### src/rtl/pattern_scan_ctrl.sv
// pattern_scan_ctrl: configurable serial pattern scanner.
// A pattern of 2..MAXLEN bits is loaded through a ready/valid config port,
// then serial bits are compared against it and matches are pulsed and counted.
// Matches may overlap or not, and an optional limit parks the scanner in DONE.

module pattern_scan_ctrl #(
    parameter int  MAXLEN = 8,
    parameter int  CNTW   = 8,
    localparam int LENW   = $clog2(MAXLEN) + 1
) (
    input  logic              clk,
    input  logic              rst,
    input  logic              cfg_valid,
    output logic              cfg_ready,
    input  logic [MAXLEN-1:0] cfg_pattern,
    input  logic [LENW-1:0]   cfg_len,
    input  logic              cfg_overlap,
    input  logic [CNTW-1:0]   cfg_limit,
    output logic              cfg_err,
    input  logic              start,
    input  logic              abort,
    input  logic              din,
    input  logic              din_valid,
    output logic              match,
    output logic [CNTW-1:0]   match_count,
    output logic              busy,
    output logic              done
);

    typedef enum logic [1:0] {
        IDLE  = 2'd0,
        ARMED = 2'd1,
        SCAN  = 2'd2,
        DONE  = 2'd3
    } state_t;

    state_t              r_state;
    state_t              w_nextState;

    logic [MAXLEN-1:0]   r_pattern;
    logic [LENW-1:0]     r_len;
    logic                r_overlap;
    logic [CNTW-1:0]     r_limit;

    logic [MAXLEN-2:0]   r_history;
    logic [LENW-1:0]     r_fill;
    logic [CNTW-1:0]     r_count;

    logic                r_cfgReady;
    logic                r_cfgErr;
    logic                r_busy;
    logic                r_done;

    logic                w_lenLegal;
    logic                w_cfgOffer;
    logic                w_cfgAccept;
    logic                w_startScan;
    logic                w_shift;
    logic [MAXLEN-1:0]   w_window;
    logic [MAXLEN-1:0]   w_mask;
    logic                w_fillOk;
    logic                w_match;
    logic [CNTW-1:0]     w_countInc;
    logic                w_limitHit;

    assign w_lenLegal  = (cfg_len >= LENW'(2)) && (cfg_len <= LENW'(MAXLEN));
    assign w_cfgOffer  = cfg_valid && (r_state != SCAN);
    assign w_cfgAccept = w_cfgOffer && w_lenLegal;
    assign w_startScan = start && !cfg_valid && ((r_state == ARMED) || (r_state == DONE));
    assign w_shift     = (r_state == SCAN) && din_valid && !abort;
    assign w_window    = {r_history, din};
    assign w_fillOk    = ({1'b0, r_fill} + (LENW+1)'(1)) >= {1'b0, r_len};
    assign w_countInc  = (&r_count) ? r_count : r_count + CNTW'(1);
    assign w_limitHit  = (r_limit != '0) && (w_countInc == r_limit);

    // Build a mask selecting the low len bits of the comparison window
    always_comb begin
        w_mask = '0;
        for (int i = 0; i < MAXLEN; i++) begin
            w_mask[i] = (i < int'(r_len));
        end
    end

    // Mealy match: the incoming bit completes a window equal to the pattern
    always_comb begin
        w_match = w_shift && w_fillOk && (((w_window ^ r_pattern) & w_mask) == '0);
    end

    // Next-state selection; config takes precedence over start in the same cycle
    always_comb begin
        w_nextState = r_state;
        case (r_state)
            IDLE, ARMED, DONE: begin
                if (w_cfgAccept) begin
                    w_nextState = ARMED;
                end else if (w_startScan) begin
                    w_nextState = SCAN;
                end
            end
            SCAN: begin
                if (abort) begin
                    w_nextState = ARMED;
                end else if (w_match && w_limitHit) begin
                    w_nextState = DONE;
                end
            end
            default: w_nextState = IDLE;
        endcase
    end

    // State register with outputs registered from the next state
    always_ff @(posedge clk or posedge rst) begin
        if (rst) begin
            r_state    <= IDLE;
            r_cfgReady <= 1'b1;
            r_cfgErr   <= 1'b0;
            r_busy     <= 1'b0;
            r_done     <= 1'b0;
        end else begin
            r_state    <= w_nextState;
            r_cfgReady <= (w_nextState != SCAN);
            r_cfgErr   <= w_cfgOffer && !w_lenLegal;
            r_busy     <= (w_nextState == SCAN);
            r_done     <= (w_nextState == DONE);
        end
    end

    // Config storage, history shift, fill tracking and match counting
    always_ff @(posedge clk or posedge rst) begin
        if (rst) begin
            r_pattern <= '0;
            r_len     <= '0;
            r_overlap <= 1'b0;
            r_limit   <= '0;
            r_history <= '0;
            r_fill    <= '0;
            r_count   <= '0;
        end else begin
            if (w_cfgAccept) begin
                r_pattern <= cfg_pattern;
                r_len     <= cfg_len;
                r_overlap <= cfg_overlap;
                r_limit   <= cfg_limit;
            end
            if (w_startScan) begin
                r_history <= '0;
                r_fill    <= '0;
                r_count   <= '0;
            end else if (w_shift) begin
                r_history <= w_window[MAXLEN-2:0];
                if (w_match && !r_overlap) begin
                    r_fill <= '0;
                end else if (r_fill != LENW'(MAXLEN)) begin
                    r_fill <= r_fill + LENW'(1);
                end
                if (w_match) begin
                    r_count <= w_countInc;
                end
            end
        end
    end

    assign cfg_ready   = r_cfgReady;
    assign cfg_err     = r_cfgErr;
    assign match       = w_match;
    assign match_count = r_count;
    assign busy        = r_busy;
    assign done        = r_done;

endmodule

### config.mk
export PLATFORM = sky130hd
export DESIGN_NAME = pattern_scan_ctrl
export DESIGN_NICKNAME = d
export VERILOG_FILES = /design/src/rtl/pattern_scan_ctrl.sv
export SDC_FILE = /design/constraint.sdc
export NUM_CORES = 1
export LEC_CHECK = 0
export CORE_AREA = 2 2 74 76
export DETAILED_ROUTE_END_ITERATION = 8
export DIE_AREA = 0 0 76 78
export HOLD_SLACK_MARGIN = 0.03
export PLACE_DENSITY = 0.82
export SYNTH_ARGS = -nofsm -noshare
export SYNTH_HDL_FRONTEND = slang
export SYNTH_SLANG_ARGS = --single-unit
### constraint.sdc
create_clock -name clk -period 3.1 [get_ports clk]
set_clock_uncertainty 0.2 [all_clocks]
set_input_delay 0.62 -clock clk [delete_from_list [all_inputs] [get_ports clk]]
set_output_delay 0.62 -clock clk [all_outputs]
set_load 0.005 [all_outputs]
== Word-level counts from Yosys, hierarchy flattened ==
Index checks and enable logic that the tools add are counted.

* Logic and storage cells: 80
* Output and inout bits: 13
* Register bits: 46
* Bits of input ports: 28

* Magnitude comparators: 11
* Multiplexer cells: 15
* Bitwise gates (word level): 2
* Reduce and logical (&&, ||, !) cells: 28
* Add/subtract/negate cells: 3
* Eq/ne operators: 9

{| class="wikitable"
|+ Operators with widths
! operator !! number
|-
| two-way mux 8 bit || 4
|-
| < comparator 3 x 4 -> 1 bit (first input constant) || 4
|-
| two-way mux 4 bit || 4
|-
| two-way mux 7 bit || 2
|-
| logical AND 1 bit || 13
|-
| adder 8 x 1 -> 8 bit (second input constant) || 1
|-
| AND 8 bit || 1
|-
| == test 2 bit (second input constant) || 4
|-
| == test 8 bit || 1
|-
| logical NOT 8 bit || 1
|-
| < comparator 1 x 4 -> 1 bit (first input constant) || 2
|-
| < comparator 2 x 4 -> 1 bit (first input constant) || 2
|-
| two-way mux 2 bit || 4
|-
| AND reduction 8 bit || 1
|-
| nonzero test 8 bit || 1
|-
| bitwise XOR 8 bit || 1
|-
| adder 4 x 1 -> 5 bit (second input constant) || 1
|-
| >= comparator 5 x 4 -> 1 bit || 1
|-
| adder 4 x 1 -> 4 bit (second input constant) || 1
|-
| >= comparator 4 x 2 -> 1 bit (second input constant) || 1
|-
| less-or-equal comparator 4 bit (second input constant) || 1
|-
| logical NOT 1 bit || 4
|-
| != test 2 bit (second input constant) || 2
|-
| != test 4 bit (second input constant) || 1
|-
| other kinds (8) || 10
|}

== Longest topological paths before layout ==
* Depth after elaboration: 10
* Gate-level depth with buffers: 10
* Depth with buffers taken out: 9

== Worst setup path before layout ==
OpenSTA, ideal clock, no wires.

* Path type: register to output
* Start: register r_fill[0]
* End: output match
* Arrival time: 1963 ps
* Cell stages (with the launch flop): 9
* Slack: 317 ps
* Buffers on the path: 1
* Cells stage by stage: dfrtp_1 inv_1 ha_1 ha_1 a21o_1 a21o_1 a221oi_4 nor3_4 buf_6

* Cells in the longest elaborated chain, start to end: 4

{| class="wikitable"
|+ RTL lines
! what !! RTL line !! source
|-
| start, declared || 46 || <nowiki>logic [LENW-1:0] r_fill;</nowiki>
|-
| start signal, assigned || 154 || <nowiki>r_fill <= r_fill + LENW'(1);</nowiki>
|-
| adder 4 x 1 -> 5 bit || 72 || <nowiki>assign w_fillOk = ({1'b0, r_fill} + (LENW+1)'(1)) >= {1'b0, r_len};</nowiki>
|-
| >= comparator 5 x 4 -> 1 bit || 72 ||
|-
| logical AND 1 bit (2 in a row) || 86 || <nowiki>w_match = w_shift && w_fillOk && (((w_window ^ r_pattern) & w_mask) == '0);</nowiki>
|-
| end, declared || 24 || <nowiki>output logic match,</nowiki>
|}

Every way passes these cells.

== Worst setup path in the final report ==
Ends and elaborated chain as after synthesis.

==> impl_metrics.tcl <==
set metrics [dict create \
    outcome "complete, no violations" \
    rsz0062_at_grt "yes" \
    fin_util_pct 66.8 \
    sw_frac_of_total_pct 33.0 \
    cts_root_buf "clkbuf_8" \
    ir_worst_vdd_mv 0.355 \
    finalCriticalPeriod_ns 3.02 \
    synth_cells 271 \
    start_util_pct 53.7 \
    synth_edf_count 0 \
    layout_common_cells "dfrtp_1 (44), clkdlybuf4s50_1 (39), nand2_1 (27)" \
    grt_usage_pct 22.2 \
    pwr_density_cell_mw_per_mm2 614 \
    setup_viol 0 \
    multi_input_area_mm2 0.00146 \
    p_leak_nw 1.43 \
    pwr-share-seq_pct 43.8 \
    drv_cap 0 \
    cts_tree "built" \
    vias 2280 \
    row_count 26 \
    pwr-share-comb_pct 35.0 \
    cts.hold.buffers_added 0 \
    core_area_mm2 0.00504 \
    intPower_mw 1.39 \
    grt_overflow 0 \
    antenna_cells 0 \
    synth_ff_type "dfrtp_1" \
    ys_top_cells_by_area "dfrtp_1 (42%), mux2_2 (8.3%), nand2_1 (3.7%)" \
    fin_ws_ns 0.0836 \
    slew_violations 0 \
    yosysTopAreaCellShare_pct 41.6 \
    critPathKind "reg2out" \
    hold_class "reg2reg" \
    portBuffers 40 \
    place_ws_ns 0.0198 \
    avgSynthCellArea_um2 9.99 \
    clock-sinks 46 \
    clkPwrFrac_pct 21.3 \
    gp_congestion 0.958 \
    die-width_um 76 \
    final_antenna_net_count 0 \
    fill_cells 397 \
    dr.pass1.iters 4 \
    yosys_warnings 0 \
    clock_latency_ns 0.30 \
    async_reset_ff_share_pct 100 \
    grt_max_degree 21 \
    timing_worst_slew_pin_value_ns 0.619 \
    dp_hpwl_mm 4.45 \
    syn-cell-area_mm2 0.00271 \
    drtIter0Drc 289 \
    min_period_over_period_pct 97.3 \
    critPathMaxFanout 3 \
    dieArea_mm2 0.00593 \
    switchingPower_mw 0.683 \
    ys_seq_area_share_pct 42.6 \
    synth_cell_types 56 \
    worst_ep_arrival_time_ns 2.20 \
    grt_pass1_wl_mm 10.5 \
    htreeDepth 2 \
    regArea_mm2 0.00115 \
    nNetsFinal 355 \
    cp.required_ns 2.28 \
    max_freq_mhz 332 \
    timing.hold.ws_ns 0.335 \
    antenna_found_initial 0 \
    clockBufferDepth 2 \
    synth_fp_nets 306 \
    synthToLayoutAreaGrowth_pct 24.4 \
    final_common_cell "dfrtp_1" \
    dp.cells 378 \
    endpoint_kind "primary output" \
    drc 0 \
    drive_above_1_share_pct 20.2 \
    drt-total-wl_mm 6.29 \
    crit_path_start_kind "register" \
    synth_seq_cells 46 \
    grt_pass1_vias 2194 \
    relSlewSlack_pct 58.5 \
    die_h_um 78 \
    final_cells 391 \
    synth_top_area_cell "dfrtp_1" \
    finalHoldViolCount 0 \
    viasPerCell 5.83 \
    cts_inserted_buffers 5 \
    routedWlPerCell_um 16.1 \
    ios 41 \
    clk_pin_slew_ns 0.08 \
]
==> power by group through the flow <==
| stage | registers, mW | logic, mW | clock network (mW) |
|---|---|---|---|
| finish | 0.905 | 0.723 | 0.440 |
| global route | 0.919 | 0.794 | 0.472 |
| CTS | 0.891 | 0.677 | 0.447 |
| detailed placement | 0.901 | 0.645 | 0 |
| global placement | 0.896 | 0.624 | 0 |
| floorplan | 0.862 | 0.475 | 0 |
==> registers in the layout (all words and copies together), names as in the netlist <==
signal       flops
r_overlap        1
r_limit          8
r_fill           4
r_pattern        8
done             1
busy             1
cfg_err          1
r_history        7
r_len            4
match_count      8
r_state          2
cfg_ready        1
==> critical path, cell delays in order (launching register included) <==
cell	delay, ns
dfrtp_2	0.46
inv_2	0.08
ha_4	0.20
ha_1	0.27
a21o_1	0.15
a21o_1	0.17
a221oi_4	0.35
nor3_4	0.06
buf_2	0.14
==> metrics by stage <==
| step | area (um^2) | TNS (ns) | power, mW |
|---|---|---|---|
| after floorplan | 2710 | 0 | 1.34 |
| after global placement | 3190 | 0 | 1.52 |
| after detailed placement | 3190 | 0 | 1.55 |
| after CTS | 3320 | 0 | 2.02 |
| after global routing | 3370 | -0.00609 | 2.19 |
| final | 3370 | 0 | 2.07 |
==> what timing repair did <==
| action | 4_1_cts | 5_1_grt |
|---|---|---|
| endpoints found under the setup margin | 1 | 1 |
| pin swaps | 3 | 2 |
| gates cloned | 0 | 0 |
| resized for setup | 4 | 7 |
| setup buffers | 4 | 1 |
==> cell type report <==
cell class	count	area share [%]
multi-input combinational	198	43.2
sequential	46	34.2
timing repair buffer	55	15.2
tap	70	2.60
clock buffer	5	2.04
inverter	14	1.56
clock inverter	3	1.19
==> synth_stat cells (3+ instances only) <==
library cell	instances
mux2i_1	3
nand2_1	27
nor3_1	6
a31oi_1	6
buf_2	4
buf_6	3
a21o_1	3
buf_1	3
nor2_1	19
xor2_1	9
ha_1	7
dfrtp_1	45
xnor2_1	6
nand2b_1	4
a211oi_1	4
mux2_2	20
and4_1	3
o22ai_1	4
o21ai_0	9
nand3_1	7
nand4_1	3
a21oi_1	20
inv_1	13
or4_1	3
==> cell families (layout without fill, tap and decap cells) <==
logic type | Yosys count | count (layout) | share of synthesized area, %
xor gates and xnor gates | 15 | 15 | 4.85
DFF | 46 | 46 | 42.6
and+or+nand+nor | 90 | 90 | 18.7
muxes | 23 | 23 | 9.43
buffers and inverters | 27 | 77 | 4.90
AOI/OAI and AO/OA | 63 | 63 | 16.4
adders and majority gates | 7 | 7 | 3.23
==> per-layer routing <==
metal / track usage (%) / wire length, um / up-vias
met5: 0 / 0 / -
met3: 4.07 / 409 / 16
met1: 30.6 / 2700 / 1093
met4: 8.18 / 123 / 0
met2: 35.4 / 3050 / 96
li1: - / - / 1075
==> final timing paths <==
| path | from | endpoint | slack (ns) | cells past startpoint |
|---|---|---|---|---|
| worst min-delay path | r_pattern[0]$_DFFE_PP0P_ | r_pattern[0]$_DFFE_PP0P_ | 0.33 | 1 |
| worst max register to register | r_fill[0]$_DFFE_PP0P_ | r_fill[2]$_DFFE_PP0P_ | 0.38 | 10 |
| max in group asynchronous | rst | cfg_ready$_DFF_PP1_ | 1.74 | 3 |
| worst min register to register | r_pattern[0]$_DFFE_PP0P_ | r_pattern[0]$_DFFE_PP0P_ | 0.33 | 1 |
| worst max-delay path | r_fill[0]$_DFFE_PP0P_ | match | 0.08 | 8 |
| min in group asynchronous | rst | r_pattern[7]$_DFFE_PP0P_ | 0.35 | 2 |
(Power assumes the default switching activity.)
